$ cat config.mk
export PLATFORM = sky130hd
export DESIGN_NAME = spi_rom_arbiter
export DESIGN_NICKNAME = d
export VERILOG_FILES = /design/src/rtl/spi_rom_arbiter_pkg.sv /design/src/rtl/spi_rom_arbiter_rx_shifter.sv /design/src/rtl/spi_rom_arbiter.sv
export SDC_FILE = /design/constraint.sdc
export NUM_CORES = 1
export LEC_CHECK = 0
export BUFFER_PORTS_ARGS = -buffer_cell sky130_fd_sc_hd__buf_2
export CAP_MARGIN = 30
export CORE_UTILIZATION = 51
export DETAILED_ROUTE_END_ITERATION = 16
export MAX_ROUTING_LAYER = met4
export PLACE_DENSITY = 0.73
export SLEW_MARGIN = 20
export SYNTH_ARGS = -nofsm -noshare
export SYNTH_HDL_FRONTEND = slang
export SYNTH_HIERARCHICAL = 1
export SYNTH_SLANG_ARGS = --single-unit
$ cat constraint.sdc
create_clock -name clk -period 3.8 [get_ports clk]
set_clock_uncertainty 0.2 [all_clocks]
set_input_delay 0.19 -clock clk [delete_from_list [all_inputs] [get_ports clk]]
set_output_delay 0.19 -clock clk [all_outputs]
set_load 0.03 [all_outputs]
$ cat src/rtl/spi_rom_arbiter_pkg.sv
// spi_rom_arbiter_pkg
//   Shared definitions for the SPI ROM arbiter: flash read command bytes,
//   per-phase cycle counts and the transaction FSM state encoding.
//   Used by spi_rom_arbiter and spi_rx_shifter.
package spi_rom_arbiter_pkg;

    localparam logic [7:0] CMD_READ      = 8'h03;
    localparam logic [7:0] CMD_FAST_READ = 8'h0B;

    localparam int unsigned CMD_CYCLES   = 8;
    localparam int unsigned ADDR_CYCLES  = 24;
    localparam int unsigned DUMMY_CYCLES = 8;

    typedef enum logic [2:0] {
        ST_IDLE  = 3'd0,
        ST_CMD   = 3'd1,
        ST_ADDR  = 3'd2,
        ST_DUMMY = 3'd3,
        ST_DATA  = 3'd4,
        ST_GAP   = 3'd5
    } state_t;

endpackage

$ cat src/rtl/spi_rom_arbiter_rx_shifter.sv
// spi_rx_shifter
//   Shifts spi_miso in MSB first while enabled and emits each completed
//   byte one clk after its last bit, tagged with the owning port.
//   Ports:
//     clk, reset   clock, synchronous active-high reset
//     en           high during DATA cycles; bit sampled at the edge ending the cycle
//     miso         serial data from the flash
//     tag          port owning the current transfer
//     data         last completed byte (held until the next one)
//     valid        one-cycle strobe qualifying data
//     data_tag     port that owns data
module spi_rx_shifter (
    input  logic       clk,
    input  logic       reset,
    input  logic       en,
    input  logic       miso,
    input  logic       tag,
    output logic [7:0] data,
    output logic       valid,
    output logic       data_tag
);
    import spi_rom_arbiter_pkg::*;

    logic [6:0] shift_q;
    logic [2:0] bit_cnt_q;

    always_ff @(posedge clk) begin
        if (reset) begin
            shift_q   <= '0;
            bit_cnt_q <= '0;
            data      <= '0;
            valid     <= 1'b0;
            data_tag  <= 1'b0;
        end else begin
            valid <= 1'b0;
            if (en) begin
                shift_q   <= {shift_q[5:0], miso};
                bit_cnt_q <= bit_cnt_q + 3'd1;
                if (bit_cnt_q == 3'd7) begin
                    data     <= {shift_q, miso};
                    valid    <= 1'b1;
                    data_tag <= tag;
                end
            end else begin
                bit_cnt_q <= '0;
            end
        end
    end

endmodule

$ cat src/rtl/spi_rom_arbiter.sv
// spi_rom_arbiter
//   Two-port fixed-priority arbiter in front of a SPI NOR flash. Each granted
//   request issues a read command, a 24-bit address and clocks in
//   len+1 bytes, then holds spi_cs low for CS_GAP cycles.
//   Optional macro SPI_FAST_READ_EN: issue 0Bh with 8 dummy cycles instead of 03h.
//   Parameters:
//     CS_GAP          minimum clk cycles spi_cs stays low between transactions (1..15)
//     DATA_BYTES_MAX  maximum burst length in bytes (longer requests are clamped)
//   Ports:
//     clk, reset            clock, synchronous active-high reset
//     req0/req1             read requests (port 0 has priority)
//     addr0/addr1, len0/len1  byte address and length-1, sampled in the grant cycle
//     gnt0/gnt1             one-cycle grant pulses
//     done0/done1           one-cycle pulse the cycle after the last byte is delivered
//     rd_data/rd_valid/rd_port  received byte, strobe and owning port
//     busy                  high from the grant cycle through the end of the gap
//     spi_cs (active high), spi_sclk (~clk), spi_mosi, spi_miso  flash pins
module spi_rom_arbiter #(
    parameter int unsigned CS_GAP         = 2,
    parameter int unsigned DATA_BYTES_MAX = 16
) (
    input  logic        clk,
    input  logic        reset,
    input  logic        req0,
    input  logic        req1,
    input  logic [23:0] addr0,
    input  logic [23:0] addr1,
    input  logic [3:0]  len0,
    input  logic [3:0]  len1,
    output logic        gnt0,
    output logic        gnt1,
    output logic        done0,
    output logic        done1,
    output logic [7:0]  rd_data,
    output logic        rd_valid,
    output logic        rd_port,
    output logic        busy,
    output logic        spi_cs,
    output logic        spi_sclk,
    output logic        spi_mosi,
    input  logic        spi_miso
);
    import spi_rom_arbiter_pkg::*;

`ifdef SPI_FAST_READ_EN
    localparam logic [7:0] READ_CMD   = CMD_FAST_READ;
    localparam logic [6:0] DUMMY_LAST = 7'(DUMMY_CYCLES - 1);
`else
    localparam logic [7:0] READ_CMD   = CMD_READ;
`endif
    localparam logic [6:0] CMD_LAST  = 7'(CMD_CYCLES - 1);
    localparam logic [6:0] ADDR_LAST = 7'(ADDR_CYCLES - 1);
    localparam logic [6:0] GAP_LAST  = 7'(CS_GAP - 1);
    localparam logic [3:0] LEN_MAX   = 4'(DATA_BYTES_MAX - 1);

    state_t      state_q, state_d;
    logic [6:0]  cnt_q, cnt_d;
    logic        port_q;
    logic [3:0]  len_q;
    logic [31:0] mosi_sh_q;
    logic        done_pend_q;
    logic        issue0, issue1, start, last_bit;
    logic [23:0] sel_addr;
    logic [3:0]  sel_len;

    assign spi_sclk = ~clk;
    assign sel_addr = port_q ? addr1 : addr0;
    assign sel_len  = port_q ? len1  : len0;
    assign busy     = gnt0 | gnt1 | (state_q != ST_IDLE);

    // gnt is registered, so the grant cycle is a second IDLE cycle with gnt
    // high; addr/len are latched at its closing edge and CMD follows.
    always_comb begin
        state_d  = state_q;
        cnt_d    = cnt_q + 7'd1;
        issue0   = 1'b0;
        issue1   = 1'b0;
        start    = 1'b0;
        last_bit = 1'b0;
        case (state_q)
            ST_IDLE: begin
                cnt_d = '0;
                if (gnt0 || gnt1) begin
                    start   = 1'b1;
                    state_d = ST_CMD;
                end else if (req0) begin
                    issue0 = 1'b1;
                end else if (req1) begin
                    issue1 = 1'b1;
                end
            end
            ST_CMD: begin
                if (cnt_q == CMD_LAST) begin
                    cnt_d   = '0;
                    state_d = ST_ADDR;
                end
            end
            ST_ADDR: begin
                if (cnt_q == ADDR_LAST) begin
                    cnt_d = '0;
`ifdef SPI_FAST_READ_EN
                    state_d = ST_DUMMY;
`else
                    state_d = ST_DATA;
`endif
                end
            end
`ifdef SPI_FAST_READ_EN
            ST_DUMMY: begin
                if (cnt_q == DUMMY_LAST) begin
                    cnt_d   = '0;
                    state_d = ST_DATA;
                end
            end
`endif
            ST_DATA: begin
                // 8*(len+1) cycles: the last one has index {len, 3'b111}
                if (cnt_q == {len_q, 3'b111}) begin
                    cnt_d    = '0;
                    last_bit = 1'b1;
                    state_d  = ST_GAP;
                end
            end
            ST_GAP: begin
                if (cnt_q == GAP_LAST) begin
                    cnt_d   = '0;
                    state_d = ST_IDLE;
                end
            end
            default: begin
                cnt_d   = '0;
                state_d = ST_IDLE;
            end
        endcase
    end

    always_ff @(posedge clk) begin
        if (reset) begin
            state_q <= ST_IDLE;
            cnt_q   <= '0;
        end else begin
            state_q <= state_d;
            cnt_q   <= cnt_d;
        end
    end

    always_ff @(posedge clk) begin
        if (reset) begin
            gnt0        <= 1'b0;
            gnt1        <= 1'b0;
            done0       <= 1'b0;
            done1       <= 1'b0;
            done_pend_q <= 1'b0;
            port_q      <= 1'b0;
            len_q       <= '0;
            mosi_sh_q   <= '0;
            spi_cs      <= 1'b0;
            spi_mosi    <= 1'b0;
        end else begin
            gnt0 <= issue0;
            gnt1 <= issue1;
            if (issue0 || issue1) begin
                port_q <= issue1;
            end
            // shifter register holds the bits still to be sent after the
            // one currently on spi_mosi
            if (start) begin
                len_q     <= (sel_len > LEN_MAX) ? LEN_MAX : sel_len;
                spi_mosi  <= READ_CMD[7];
                mosi_sh_q <= {READ_CMD[6:0], sel_addr, 1'b0};
            end else if (state_d == ST_CMD || state_d == ST_ADDR) begin
                spi_mosi  <= mosi_sh_q[31];
                mosi_sh_q <= {mosi_sh_q[30:0], 1'b0};
            end else begin
                spi_mosi <= 1'b0;
            end
            spi_cs      <= (state_d inside {ST_CMD, ST_ADDR, ST_DUMMY, ST_DATA});
            // last byte appears on rd_valid one cycle after last_bit; done follows it
            done_pend_q <= last_bit;
            done0       <= done_pend_q && !port_q;
            done1       <= done_pend_q &&  port_q;
        end
    end

    spi_rx_shifter u_rx (
        .clk      (clk),
        .reset    (reset),
        .en       (state_q == ST_DATA),
        .miso     (spi_miso),
        .tag      (port_q),
        .data     (rd_data),
        .valid    (rd_valid),
        .data_tag (rd_port)
    );

endmodule

==> summary.txt, run 1 <==
Placed design
  – GPL Wtd Cong: 0.8348
  – Placed cell area: 3973 µm²
  – DPL Wire Length: 4808 µm
  – PortBufs: 78

Clock network
  – Longest Clk Path Bufs: 2
  – Root Buffer: clkbuf_8
  – Setup Fix Bufs, Post-CTS: 0
  – CTS tree: yes
  – Clock latency at the later pin of the worst-skew pair: 0.35 ns
  – CTS H-Tree Depth: 3
  – Clock input transition at the sequential cells of the worst setup and hold paths: 0.08 ns
  – Inserted Clock Buffers: 9

Worst setup path
  – FF-to-FF setup slack: 1.08 ns
  – R2r startpoint: cnt_q[0]
  – Most used cell, CP: clkbuf_8
  – Slowest stage delay, CP: 0.18 ns
  – Worst Path Required: 3.41 ns
  – Worst-path fanout max: 11
  – Critical Path End Type: output port
  – Worst Path Class, Setup: clk -> out
  – CP Buf/Inv Count: 4
  – CP startpoint: clk
  – CP Data Arrival Time: ~2.5 ns
  – Startpoint Class: clock port
  – CP delay by family, top: buffers and inverters
  – Crit-path cells: clkbuf_8 > clkbuf_8 > inv_1 > buf_2
  – Slowest-stage cell, CP: buf_2

Logic synthesis
  – Synth cell types: 49
  – Syn Area/Cell: 9.413 µm²
  – Synth Register Bits: 73
  – Syn Std Cell Area: between 3000 and 4000 µm²
  – Post-Synthesis Cells: 386
  – Xor/xnor cell area share of the yosys netlist: under 10%
  – Post-synth ARST share: 0%
  – Largest family of logic cells by synthesized area: simple AND/OR/NAND/NOR gates
  – Synth warn: 6
  – Syn nets: approximately 450
  – Mux cell area share after synthesis: approximately 17%
  – Sequential area share after synthesis: 40.22%
  – Top FF cell, synth: dfxtp_1
  – Synth Area in Adders: 1.377%
  – Synth Area in Compound Gates: approximately 15%
  – Simple-gate portion of the synthesized area: 17.36%
  – Post-synth EDFFs: 0

Global route
  – Pin count of the biggest net entering global routing: 50
  – First-pass GRT wire length: 12110 µm
  – Vias in the first global route: 2723
  – Initial antenna violation count: 0
  – Global-route usage over all layers: a little over a fifth
  – Remaining Overflow, GRT: 0

Timing
  – RSZ-0062 raised after global routing: no
  – Final setup violation count: 0
  – Slew Limit Headroom: between 30% and 40%
  – Max-slew violation count: 0
  – Actual slew at the worst max-slew pin: approximately 0.97 ns
  – Final Hold Viols: 0
  – Fin Setup TNS: 0 ns

Route
  – DRC: 0
  – Routed WL: a little over 7000 µm
  – Drt wl/cell: 13.00 µm
  – Drt pass-1 iters: 4
  – Via/cell ratio: between 5 and 6
  – Initial drt markers: 92
  – Antenna-violating nets left: 0
  – DR vias: 2914

Min path
  – Hold WC Path Type: in -> reg
  – HP Start: len1[3]

Cells and area
  – Diode count: 0
  – Final Util: roughly 62%
  – Most frequent cells in the layout: buf_2, dfxtp_1, mux2i_1
  – Commonest non-fill, non-tap cell in the layout: buf_2
  – P&R area growth vs syn: 17.49%
  – Final #Nets: between 500 and 600
  – Share of cells above drive strength 1: 29.04%
  – Final Instance Area: 4269 µm²

Power and ir drop
  – Worst vdd ir: 225.6 µV
  – Pleak: 1.768 nW
  – Pwr/cell area: 419.5 nW/µm²

Floorplanning
  – Site Rows: 30
  – Chip height: 86.41 µm
  – Starting density of the core: a little over half
  – Core area: 6832 µm²
  – Die Width: 86.41 µm
  – Die area: 7466 µm²
  – I/O pins: 79

Run
  – Max-cap viol count: 0

Outcome
  – Status: complete, no violations
## timing repair
| item | in CTS | in global routing |
|---|---|---|
| endpoints found under the setup margin | 0 | 0 |
| resized for setup | 0 | 0 |
| hold buffers | 9 | 0 |
| endpoints found under the hold margin | 8 | 0 |
## sequential cells by signal, summed over array words and instances, names as in the netlist
register and count:
u_rx/data 8, port_q 1, state_q 3, done0 1, u_rx/shift_q 7, done1 1, mosi_sh_q 31, gnt0 1
spi_mosi 1, u_rx/data_tag 1, u_rx/valid 1, cnt_q 7, len_q 4, u_rx/bit_cnt_q 3, spi_cs 1, gnt1 1
done_pend_q 1
## worst reg2reg max path, stage by stage (launching register included)
cell	delay, ns
dfxtp_1	0.39
ha_1	0.17
nor2b_1	0.23
mux2i_1	0.12
o21ai_2	0.35
a31o_2	0.63
buf_4	0.34
mux2i_1	0.23
## cell families (layout without fill, tap and decap cells)
| logic type | count (synthesis) | count (layout) |
|---|---|---|
| adder cells (fa/ha/maj) | 4 | 4 |
| multiplexers | 62 | 62 |
| AO/OA/AOI/OAI | 71 | 71 |
| XOR/XNOR | 9 | 9 |
| flip-flops | 73 | 73 |
| AND/OR/NAND/NOR | 124 | 124 |
| buffers and inverters | 43 | 115 |
## cell usage after synthesis, types with 3 or more instances
| cell | n | area, µm² |
|---|---|---|
| xor2_1 | 4 | 35.03 |
| nor3_1 | 3 | 15.01 |
| a21oi_1 | 10 | 50.05 |
| nor2_1 | 29 | 108.9 |
| ha_1 | 4 | 50.05 |
| dfxtp_1 | 73 | 1461 |
| buf_4 | 7 | 52.55 |
| a211oi_1 | 6 | 45.04 |
| and3_1 | 3 | 18.77 |
| buf_6 | 5 | 56.30 |
| a21oi_2 | 4 | 35.03 |
| nand3_2 | 9 | 90.09 |
| xnor2_1 | 5 | 43.79 |
| buf_1 | 3 | 11.26 |
| a21bo_2 | 9 | 90.09 |
| clkbuf_1 | 16 | 60.06 |
| mux2i_1 | 61 | 610.6 |
| nand2_1 | 54 | 202.7 |
| o21ai_0 | 3 | 15.01 |
| o211ai_1 | 23 | 172.7 |
| nand3_1 | 8 | 40.04 |
| nor2b_1 | 3 | 18.77 |
| inv_1 | 8 | 30.03 |
| buf_2 | 3 | 15.01 |
## through the flow
stage / worst slack (ns) / power, mW / std cells / hold WS [ns]
finish: 0.9492 / 1.791 / 554 / 0.006822
global route: 0.8604 / 1.875 / 554 / 0.03892
CTS: 0.9341 / 1.806 / 554 / 0.0007276
detailed placement: 1.109 / 1.161 / 529 / 0.1639
global placement: 1.224 / 1.152 / 529 / 0.1639
floorplan: 1.325 / 1.081 / 386 / 0.06674
## layer usage
metal | global-route usage [%] | wire length, µm | share of wire (%) | up-vias
li1 | - | - | - | 1499
met1 | 26.13 | 3452 | 48 | 1335
met3 | 3.333 | 244 | 3.4 | 11
met4 | 8.788 | 98 | 1.4 | 0
met5 | - | 0 | 0 | -
met2 | 34.85 | 3409 | 47 | 69
## layout make-up
| class | instances | area (µm²) |
|---|---|---|
| well taps | 96 | 120.1 |
| multi-input cells | 270 | 1939 |
| flip-flops and latches | 73 | 1463 |
| clock inverters | 8 | 86.33 |
| repair buffers | 90 | 505.5 |
| clock buffers | 10 | 128.9 |
| inverters | 7 | 26.28 |
| fillers | 573 | 2562 |
## power by group
group / leakage (nW) / switching, mW / internal, mW / total [mW]
Combinational: 1.07 / 0.143 / 0.130 / 0.274
Clock: 0.108 / 0.352 / 0.324 / 0.675
Sequential: 0.592 / 0.0388 / 0.803 / 0.842
## worst paths after layout
kind                  endpoint  depth (start not counted)
max                   spi_sclk                          4
min                   len_q[3]                          3
min reg2reg  u_rx/bit_cnt_q[0]                          1
max reg2reg      mosi_sh_q[14]                          7
(Power assumes the default switching activity.)
==> run 2: changes to the inputs <==
clock period = 2.7 ns   (was 3.8 ns; I/O delays follow)
==> run 2 against run 1 <==
  * Setup slack got worse by 0.69 ns
  * Sequential power rose by 39%
  * Power is 37% higher
  * Die area is the same
  * First-iteration DRC count grew 11%
  * Clock-buffer cell count did not move
  * Combinational power rose by 56%
  * Highest routed layer unchanged
==> summary.txt, run 2 (same netlist as run 1, synthesis figures left out) <==
Floorplanning
  – Die area: 7466 µm² (unchanged)
  – Site Rows: 30 (unchanged)
  – Chip height: 86.41 µm (unchanged)
  – Core area: 6832 µm² (unchanged)
  – Die Width: 86.41 µm (unchanged)
  – I/O pins: 79 (unchanged)
  – Starting density of the core: 53.19% (unchanged)

Power and ir drop
  – Comb pwr share: 17.4% (+2.1 points)
  – Cell Int Power: 1.702 mW (+35%)
  – Worst vdd ir: 300.0 µV (+33%)
  – Sequential share of power: 47.8% (+0.8 points)
  – Switching Share: 30.58% (+0.77 points)
  – P_sw: 749.5 µW (+40%)
  – Pleak: 1.825 nW (+3.3%)
  – Clock share of power: 34.7% (-3.0 points)
  – Pwr/cell area: 556.4 nW/µm² (+33%)

Timing
  – Period utilization: 90.33%
  – Fin Setup TNS: 0 ns (unchanged)
  – Slew Limit Headroom: 68.46% (+33 points)
  – Tmin final: 2.439 ns
  – Actual slew at the worst max-slew pin: 0.4681 ns (-0.4997 ns)
  – Final setup violation count: 0 (unchanged)
  – Final Hold Viols: 0 (unchanged)
  – Max-slew violation count: 0 (unchanged)
  – Setup ws final: 0.2610 ns (-0.6882 ns)
  – RSZ-0062 raised after global routing: no
  – Hold WS: 0.006432 ns (-0.0003902 ns)
  – Max frequency: 410.0 MHz

Min path
  – Hold WC Path Type: in -> reg

Cells and area
  – Reg with most FFs: mosi_sh_q
  – Commonest non-fill, non-tap cell in the layout: buf_2
  – Largest registers: mosi_sh_q (31), u_rx/data (8)
  – P&R area growth vs syn: 21.25%
  – Share of cells above drive strength 1: 28.87% (-0.16 points)
  – Most frequent cells in the layout: buf_2, dfxtp_1, mux2i_1
  – Final #Nets: 531 (+2.5%)
  – Max reg flops: 31 (unchanged)
  – Post-Layout Cell Count: 567 (+2.3%)
  – Diode count: 0 (unchanged)

Clock network
  – CTS tree: yes
  – Setup Fix Bufs, Post-CTS: 0 (unchanged)
  – Hold_buf cts: 19 (+10)
  – Inserted Clock Buffers: 9 (unchanged)
  – Root Buffer: clkbuf_8
  – Longest Clk Path Bufs: 2 (unchanged)
  – CTS H-Tree Depth: 3 (unchanged)
  – CTS-repair resized insts: 0 (unchanged)
  – Clock latency at the later pin of the worst-skew pair: 0.35 ns (about the same)
  – Clock input transition at the sequential cells of the worst setup and hold paths: 0.08 ns (about the same)

Route
  – Antenna-violating nets left: 0 (unchanged)
  – Drt pass-1 iters: 4 (unchanged)
  – Routed WL: 7197 µm (about the same)
  – Initial drt markers: 102 (+11%)
  – DRC: 0 (unchanged)
  – Via/cell ratio: 5.245 (-0.28%)
  – Drt wl/cell: 12.69 µm (-2.4%)
  – DR vias: 2974 (+2.1%)

Placed design
  – GPL Wtd Cong: 0.8772 (+5.1%)
  – DPL Wire Length: 4735 µm (-1.5%)
  – Dpl cells: 532 (+0.57%)
  – PortBufs: 78 (unchanged)
  – Place WS: 0.2869 ns (-0.8221 ns)

Worst setup path
  – Slowest-stage cell, CP: a31o_2
  – Critical Path End Type: flop
  – Worst-path fanout max: 19 (+8)
  – Worst Path Required: 2.78 ns (-0.63 ns)
  – Crit-path cells: ha_1 > and2_4 > a311o_1 > o21a_1 > a31o_2 > buf_12 > mux2i_1
  – Slowest stage delay, CP: 0.46 ns (+0.28 ns)
  – Startpoint Class: flop
  – CP Data Arrival Time: 2.52 ns (+0.06 ns)
  – Worst Path Class, Setup: reg -> reg
  – CP delay by family, top: compound AO/OA/AOI/OAI gates
  – CP Buf/Inv Count: 1 (-3)

Global route
  – Remaining Overflow, GRT: 0 (unchanged)
  – Pin count of the biggest net entering global routing: 50 (unchanged)
  – Global-route usage over all layers: 21.50% (+0.25 points)
  – First-pass GRT wire length: 12220 µm (+0.91%)
  – Initial antenna violation count: 0 (unchanged)
  – Vias in the first global route: 2777 (+2.0%)

Run
  – Max-cap viol count: 0 (unchanged)

Outcome
  – Status: complete, no violations
==> run 2: stage by stage <==
stage | utilization [%] | power, mW | area, µm²
after detailed placement | 59.03 | 1.649 | 4033
after global placement | 59.03 | 1.642 | 4033
after CTS | 64.49 | 2.478 | 4405
after global routing | 64.49 | 2.575 | 4405
final | 64.49 | 2.451 | 4405
after floorplan | - | 1.522 | 3633
==> run 2: layer usage <==
layer / share of wire, % / GRT usage, % / vias to the layer above
met5: 0 / - / -
li1: - / - / 1527
met3: 3.7 / 4.667 / 12
met1: 46 / 25.01 / 1349
met4: 1.6 / 8.788 / 0
met2: 49 / 36.08 / 86
==> run 2: worst register-to-register path: stages (launching register included) <==
cell	delay (ns)
dfxtp_1	0.39
ha_1	0.21
and2_4	0.19
a311o_1	0.20
o21a_1	0.28
a31o_2	0.46
buf_12	0.24
mux2i_1	0.21
==> run 2: area by class of cell <==
class,instances,area [µm²]
flip-flops and latches,73,1463
fillers,582,2426
clock inverters,8,62.56
clock buffers,10,128.9
inverters,7,26.28
multi-input cells,270,1939
repair buffers,103,665.6
well taps,96,120.1
==> run 2: final timing paths <==
check	startpoint	end	slack [ns]	cells past startpoint
hold reg to reg	u_rx/bit_cnt_q[0]	u_rx/bit_cnt_q[0]	0.23	1
setup reg to reg	cnt_q[0]	mosi_sh_q[13]	0.26	7
setup / recovery	cnt_q[0]	mosi_sh_q[13]	0.26	7
hold / removal	addr1[13]	mosi_sh_q[14]	0.006	5
==> run 2: power groups by stage <==
stage | combinational, mW | sequential [mW] | clock (mW)
2_1_floorplan | 0.297 | 1.19 | 0.0386
3_3_place_gp | 0.393 | 1.20 | 0.0512
3_5_place_dp | 0.401 | 1.20 | 0.0512
4_1_cts | 0.428 | 1.17 | 0.877
5_1_grt | 0.470 | 1.18 | 0.925
6_report | 0.428 | 1.17 | 0.851
